### config.mk
export PLATFORM = sky130hd
export DESIGN_NAME = barcode_seq_ctrl
export DESIGN_NICKNAME = d
export VERILOG_FILES = /design/src/rtl/barcode_pkg.sv /design/src/rtl/barcode_bit_timer.sv /design/src/rtl/barcode_seq_ctrl.sv
export SDC_FILE = /design/constraint.sdc
export NUM_CORES = 1
export LEC_CHECK = 0
export ABC_CLOCK_PERIOD_IN_PS = 5950
export CORE_MARGIN = 2
export CORE_UTILIZATION = 39
export CTS_BUF_LIST = sky130_fd_sc_hd__clkbuf_4 sky130_fd_sc_hd__clkbuf_8 sky130_fd_sc_hd__clkbuf_16
export CTS_CLUSTER_SIZE = 20
export DETAILED_ROUTE_END_ITERATION = 12
export PLACE_DENSITY = 0.62
export SYNTH_ARGS = -nofsm -noshare
export SYNTH_HDL_FRONTEND = slang
export SYNTH_HIERARCHICAL = 1
export SYNTH_SLANG_ARGS = --single-unit
### constraint.sdc
create_clock -name clk -period 5.95 [get_ports clk]
set_input_delay 0.8925 -clock clk [delete_from_list [all_inputs] [get_ports clk]]
set_output_delay 0.8925 -clock clk [all_outputs]
set_load 0.05 [all_outputs]
### src/rtl/barcode_pkg.sv
// Shared definitions for the barcode LED sequencer: state encoding, width helpers
// and the legality check on timing parameters.
package barcode_pkg;

    localparam logic [2:0] ST_IDLE     = 3'd0;
    localparam logic [2:0] ST_WARMUP   = 3'd1;
    localparam logic [2:0] ST_ENABLE   = 3'd2;
    localparam logic [2:0] ST_BIT      = 3'd3;
    localparam logic [2:0] ST_GAP      = 3'd4;
    localparam logic [2:0] ST_COOLDOWN = 3'd5;

    function automatic int nbw(input int dw);
        return $clog2(dw + 1);
    endfunction

    function automatic int cnt_w(input int a, input int b, input int c);
        int m;
        m = a;
        if (b > m) m = b;
        if (c > m) m = c;
        return $clog2(m + 1);
    endfunction

    function automatic bit params_ok(input int dw, input int settle, input int bitc,
                                     input int t1, input int t0, input int gap);
        return (dw >= 1) && (settle >= 1) && (gap >= 1) &&
               (t0 >= 1) && (t0 < t1) && (t1 < bitc);
    endfunction

endpackage

### src/rtl/barcode_bit_timer.sv
// Cell timer: counts clocks within a bit cell (or warm-up/gap interval) and
// gives the PWM level for the cycle being entered, so the parent can register it.
module barcode_bit_timer #(
    parameter int CW = 8,
    parameter int T1 = 6,
    parameter int T0 = 2
) (
    input  logic          clk,
    input  logic          rst_n,
    input  logic          load,
    input  logic [CW-1:0] tc,
    input  logic          bit_val,
    output logic          pwm,
    output logic          cell_end
);

    logic [CW-1:0] cnt;
    logic [CW-1:0] cnt_nxt;

    assign cnt_nxt  = load ? '0 : cnt + CW'(1);
    assign cell_end = (cnt == tc - CW'(1));
    assign pwm      = (cnt_nxt < (bit_val ? CW'(T1) : CW'(T0)));

    always_ff @(posedge clk or negedge rst_n) begin
        if (!rst_n) begin
            cnt <= '0;
        end else begin
            cnt <= cnt_nxt;
        end
    end

endmodule

### src/rtl/barcode_seq_ctrl.sv
// Barcode LED driver sequencer: bias warm-up, enable, MSB-first PWM bit cells,
// inter-frame gaps and ordered shutdown, with abort and registered outputs.
module barcode_seq_ctrl import barcode_pkg::*; #(
    parameter int DATA_W      = 32,
    parameter int SETTLE_CYC  = 1200,
    parameter int BIT_CYC     = 240,
    parameter int T1_HIGH_CYC = 180,
    parameter int T0_HIGH_CYC = 60,
    parameter int GAP_CYC     = 480,
    localparam int NBW        = nbw(DATA_W)
) (
    input  logic              clk,
    input  logic              rst_n,
    input  logic              start,
    input  logic [DATA_W-1:0] data,
    input  logic [NBW-1:0]    nbits,
    input  logic [3:0]        rpt,
    input  logic              abort,
    output logic              busy,
    output logic              done,
    output logic              aborted,
    output logic              curren,
    output logic              barcode_en,
    output logic              barcode_pwm
);

    localparam int CW = cnt_w(SETTLE_CYC, BIT_CYC, GAP_CYC);
    localparam int IW = (DATA_W > 1) ? $clog2(DATA_W) : 1;

    if (!params_ok(DATA_W, SETTLE_CYC, BIT_CYC, T1_HIGH_CYC, T0_HIGH_CYC, GAP_CYC)) begin : g_param_err
        $error("barcode_seq_ctrl: illegal timing parameters");
    end

    logic [2:0]        state, state_nxt;
    logic [IW-1:0]     idx, idx_nxt;
    logic [3:0]        frames, frames_nxt;
    logic [NBW-1:0]    nbits_q;
    logic [DATA_W-1:0] data_q;
    logic [CW-1:0]     tc;
    logic              load, cap, done_nxt, aborted_nxt;
    logic              cell_end, t_pwm, bit_val, nbits_ok;

    assign nbits_ok = (nbits != '0) && (nbits <= NBW'(DATA_W));
    assign bit_val  = data_q[idx_nxt];

    always_comb begin
        case (state)
            ST_WARMUP: tc = CW'(SETTLE_CYC);
            ST_GAP:    tc = CW'(GAP_CYC);
            default:   tc = CW'(BIT_CYC);
        endcase
    end

    barcode_bit_timer #(
        .CW (CW),
        .T1 (T1_HIGH_CYC),
        .T0 (T0_HIGH_CYC)
    ) u_timer (
        .clk      (clk),
        .rst_n    (rst_n),
        .load     (load),
        .tc       (tc),
        .bit_val  (bit_val),
        .pwm      (t_pwm),
        .cell_end (cell_end)
    );

    always_comb begin
        state_nxt   = state;
        idx_nxt     = idx;
        frames_nxt  = frames;
        load        = 1'b0;
        cap         = 1'b0;
        done_nxt    = 1'b0;
        aborted_nxt = 1'b0;
        case (state)
            ST_IDLE: begin
                load = 1'b1;
                if (start) begin
                    if (nbits_ok) begin
                        state_nxt  = ST_WARMUP;
                        cap        = 1'b1;
                        frames_nxt = rpt;
                    end else begin
                        done_nxt = 1'b1;
                    end
                end
            end
            ST_WARMUP: begin
                if (cell_end) state_nxt = ST_ENABLE;
            end
            ST_ENABLE: begin
                state_nxt = ST_BIT;
                idx_nxt   = IW'(nbits_q - NBW'(1));
                load      = 1'b1;
            end
            ST_BIT: begin
                if (cell_end) begin
                    load = 1'b1;
                    if (idx == '0) begin
                        state_nxt = (frames != '0) ? ST_GAP : ST_COOLDOWN;
                    end else begin
                        idx_nxt = idx - IW'(1);
                    end
                end
            end
            ST_GAP: begin
                if (cell_end) begin
                    state_nxt  = ST_BIT;
                    idx_nxt    = IW'(nbits_q - NBW'(1));
                    frames_nxt = frames - 4'd1;
                    load       = 1'b1;
                end
            end
            ST_COOLDOWN: begin
                state_nxt = ST_IDLE;
                done_nxt  = 1'b1;
            end
            default: state_nxt = ST_IDLE;
        endcase
        // Abort overrides everything outside IDLE, including a completing COOLDOWN.
        if (abort && (state != ST_IDLE)) begin
            state_nxt   = ST_IDLE;
            load        = 1'b1;
            done_nxt    = 1'b0;
            aborted_nxt = 1'b1;
        end
    end

    always_ff @(posedge clk) begin
        if (cap) begin
            data_q  <= data;
            nbits_q <= nbits;
        end
    end

    // Outputs are decoded from the next state so they line up with the state register.
    always_ff @(posedge clk or negedge rst_n) begin
        if (!rst_n) begin
            state       <= ST_IDLE;
            idx         <= '0;
            frames      <= '0;
            busy        <= 1'b0;
            done        <= 1'b0;
            aborted     <= 1'b0;
            curren      <= 1'b0;
            barcode_en  <= 1'b0;
            barcode_pwm <= 1'b0;
        end else begin
            state       <= state_nxt;
            idx         <= idx_nxt;
            frames      <= frames_nxt;
            busy        <= (state_nxt != ST_IDLE);
            curren      <= (state_nxt != ST_IDLE);
            barcode_en  <= (state_nxt == ST_ENABLE) || (state_nxt == ST_BIT) ||
                           (state_nxt == ST_GAP);
            barcode_pwm <= (state_nxt == ST_BIT) && t_pwm;
            done        <= done_nxt;
            aborted     <= aborted_nxt;
        end
    end

endmodule

==> flow_summary.json <==
{
  "worst_pin_slew_ns": 0.6052,
  "synth_seq_area_share": 0.5051,
  "p_int_mw": 0.7874,
  "portBuffers": 51,
  "slew_headroom": 0.5965,
  "pwr-share-comb": 0.215,
  "cts_sinks": 65,
  "worstHoldPathType": "reg -> reg",
  "fin_crit_sh": 0.9024,
  "yosys.area.top_type": "edfxtp_1",
  "switchingPower_mw": 0.3501,
  "maxCapViolCount": 0,
  "synthCells": 331,
  "r2r_cells": 21,
  "path_max_fanout": 14,
  "yosysTopAreaCellShare": 0.3097,
  "layout.nets": 470,
  "clock_path_buffers": 2,
  "grt_pass1_wl_um": 12560,
  "dr.pass1.iters": 4,
  "worst-path-buf-inv": 2,
  "ys_ff_latch": 65,
  "die_width_um": 99.91,
  "arrival_ns": 5.59,
  "num_rows": 34,
  "htreeDepth": 3,
  "status": "finished, final reports clean",
  "cp_slowest_stage_delay_ns": 0.52,
  "drt_iter0_drc": 133,
  "overflow": 0,
  "num-fill-cells": 794,
  "synth_top_cells_by_area": "edfxtp_1 (31%), dfrtp_1 (20%), xnor2_1 (4.4%)",
  "rr_startpoint": "state[0]",
  "crit_path_frequent_cell": "nand3_1",
  "cts_buffers": 9,
  "drc": 0,
  "critPathTopFamily": "simple AND/OR/NAND/NOR gates",
  "die_area_um2": 9981,
  "num_vias": 2693,
  "ant_nets": 0,
  "min_to": "frames[3]",
  "fmax_mhz": 186.2,
  "swShare": 0.3078,
  "pwr-share-seq": 0.503,
  "reg2reg_setup_slack_ns": 0.58,
  "core_um2": 8806,
  "hold_slack_ns": 0.5291,
  "required_ns": 6.17,
  "setup_viol": 0,
  "synth_edf_count": 37,
  "power.density_nw_per_um2": 252.8,
  "ctsRootBufferMaster": "clkbuf_8",
  "holdCritStartpoint": "frames[3]",
  "drive_gt1_frac": 0.08551,
  "cts_tree": "done",
  "dp_cells": 513,
  "clkTransAtPathRegs_ns": 0.07,
  "final_cells": 529,
  "critPathSlowestCell": "dfrtp_1",
  "antenna_found_initial": 0,
  "yosysUniqueCellTypes": 74,
  "hpwl_um": 5598,
  "crit_chain": "nor2_1 > and2_1 > clkinv_1 > nor3_1 > nand3_1 > mux2i_1 > a21o_1 > a221oi_4 > nand3b_1 > or2_1 > a311oi_4 > inv_2 > nor4_4 > a32oi_1 > nand3_1 > a22oi_1 > ha_1 > a21oi_1 > o41a_1 > o311a_1 > and3_1",
  "critPathKind": "reg -> reg",
  "ys_async_sr_fraction": 0.4308,
  "rsz0062_at_grt": "no",
  "clk_latency_ns": 0.33,
  "post_cts_buffers": 0,
  "grt_util_all_layers": 0.1587,
  "drt-total-wl_um": 7434,
  "multiInputGateArea_um2": 1752,
  "place_congestion": 0.8306,
  "ir_worst_vdd_mv": 0.1568,
  "maxSlewViolCount": 0,
  "critPathCaptureType": "flip-flop",
  "timing.rr.end": "barcode_pwm",
  "initial_core_util": 0.4074,
  "io_pins": 52,
  "vias_per_cell": 5.091,
  "antennaDiodeCount": 0,
  "fin_crit_ns": 5.369,
  "path_depth": 21,
  "cellLeakagePower_nw": 1.683,
  "syn_avg_cell_area_um2": 10.84,
  "regArea_um2": 1812,
  "grt_pass1_vias": 2729,
  "start_kind": "flip-flop",
  "wire_per_inst_um": 14.05,
  "p_clk_frac": 0.282,
  "synth.yosys.warnings": 6,
  "fin_util": 0.5111,
  "finalClockSkew_ns": 0.004992,
  "synth.cell_area_um2": 3587,
  "ys.flop_type": "edfxtp_1",
  "fin_tns_setup_ns": 0,
  "area_growth_pct": 25.46,
  "die_h_um": 99.91,
  "grt_start_max_net_pins": 41,
  "whs_path_depth": 2,
  "final_hold_viol_count": 0
}
[synthesized netlist by cell type, drive strengths merged (5+ instances only)]
cell    count
nor3       11
nand2b      7
o21ai       8
nand3b      6
xor2        7
ha          8
nor4        5
mux2i      13
a21oi      17
nand3      11
xnor2      18
or3         5
nor2       33
inv        20
edfxtp     37
nand2      15
dfrtp      28
clkbuf      8
a22oi       5
[area by class of cell]
| class | count | share of cell area |
|---|---|---|
| clock buffers | 10 | 0.02919 |
| clock inverters | 6 | 0.007784 |
| inverters | 22 | 0.01946 |
| multi-input cells | 262 | 0.3892 |
| flip-flops and latches | 65 | 0.4026 |
| well taps | 108 | 0.03003 |
| repair buffers | 56 | 0.1218 |
[tightest hold or removal path: cells and delay by family (launching register included)]
family	cells	cell delay [ns]
DFF	1	0.37
and+or+nand+nor	1	0.06
AOI/OAI and AO/OA	1	0.06
[flip-flops by register name, indices dropped and copies added (netlist names), 3 cells and up]
| signal | cells |
|---|---|
| data_q | 32 |
| frames | 4 |
| idx | 5 |
| nbits_q | 5 |
| state | 3 |
| u_timer/cnt | 11 |
[kinds of logic after synthesis]
kind of cell,after synthesis,share of synthesized area
xor+xnor,25,0.06104
compound gates,64,0.1308
simple gates,117,0.1852
flops,65,0.5051
other cells,2,0.002094
buf+inv,34,0.04116
mux,16,0.04674
fa+ha+maj,8,0.02790
[routing by layer]
layer  vias to the layer above  GRT usage  part of all wire  wire, µm
met5                         -          0                 0         0
met2                        59     0.2718              0.49      3614
met4                         0    0.04110            0.0089        66
li1                       1360          -                 -         -
met3                         6    0.04318             0.045       333
met1                      1268     0.1995              0.46      3419
[power groups by stage]
stage / sequential, mW / combinational (mW) / clock, mW
global placement: 0.579 / 0.241 / 0
floorplan: 0.587 / 0.147 / 0
global route: 0.579 / 0.274 / 0.353
finish: 0.572 / 0.245 / 0.321
CTS: 0.572 / 0.246 / 0.333
detailed placement: 0.582 / 0.245 / 0
[through the flow]
| stage | instance area, µm² | power [mW] | setup slack, ns |
|---|---|---|---|
| global placement | 4323 | 0.8201 | 0.6576 |
| finish | 4501 | 1.138 | 0.5806 |
| CTS | 4489 | 1.151 | 0.4105 |
| detailed placement | 4323 | 0.8265 | 0.4453 |
| floorplan | 3700 | 0.7341 | 0.7636 |
| global route | 4501 | 1.206 | 0.07419 |
[repair_timing]
item / CTS / global route
hold buffers: 0 / 0
resized for setup: 0 / 2
endpoints found under the setup margin: 0 / 1
[worst max path at each step]
| stage | slack [ns] | to | startpoint |
|---|---|---|---|
| 2_1_floorplan | 0.76 | barcode_pwm | state[0] |
| 4_1_cts | 0.41 | barcode_pwm | state[0] |
| 3_3_place_gp | 0.66 | barcode_pwm | state[0] |
| 6_report | 0.58 | barcode_pwm | state[0] |
| 5_1_grt | 0.07 | barcode_pwm | state[0] |
| 3_5_place_dp | 0.45 | barcode_pwm | state[0] |
[cell usage in the layout (no fill, tap or decap), drive strengths merged, types with 4 or more instances in the layout]
cell / n
a211oi: 4
a21o: 4
a21oi: 17
a22oi: 5
buf: 5
clkbuf: 10
clkdlybuf4s50: 51
clkinv: 6
conb: 32
dfrtp: 28
edfxtp: 37
ha: 8
inv: 20
mux2i: 13
nand2: 15
nand2b: 7
nand3: 11
nand3b: 6
nor2: 33
nor3: 11
nor4: 5
o21ai: 8
or3: 5
or4: 4
xnor2: 18
xor2: 7
(Power assumes the default switching activity.)
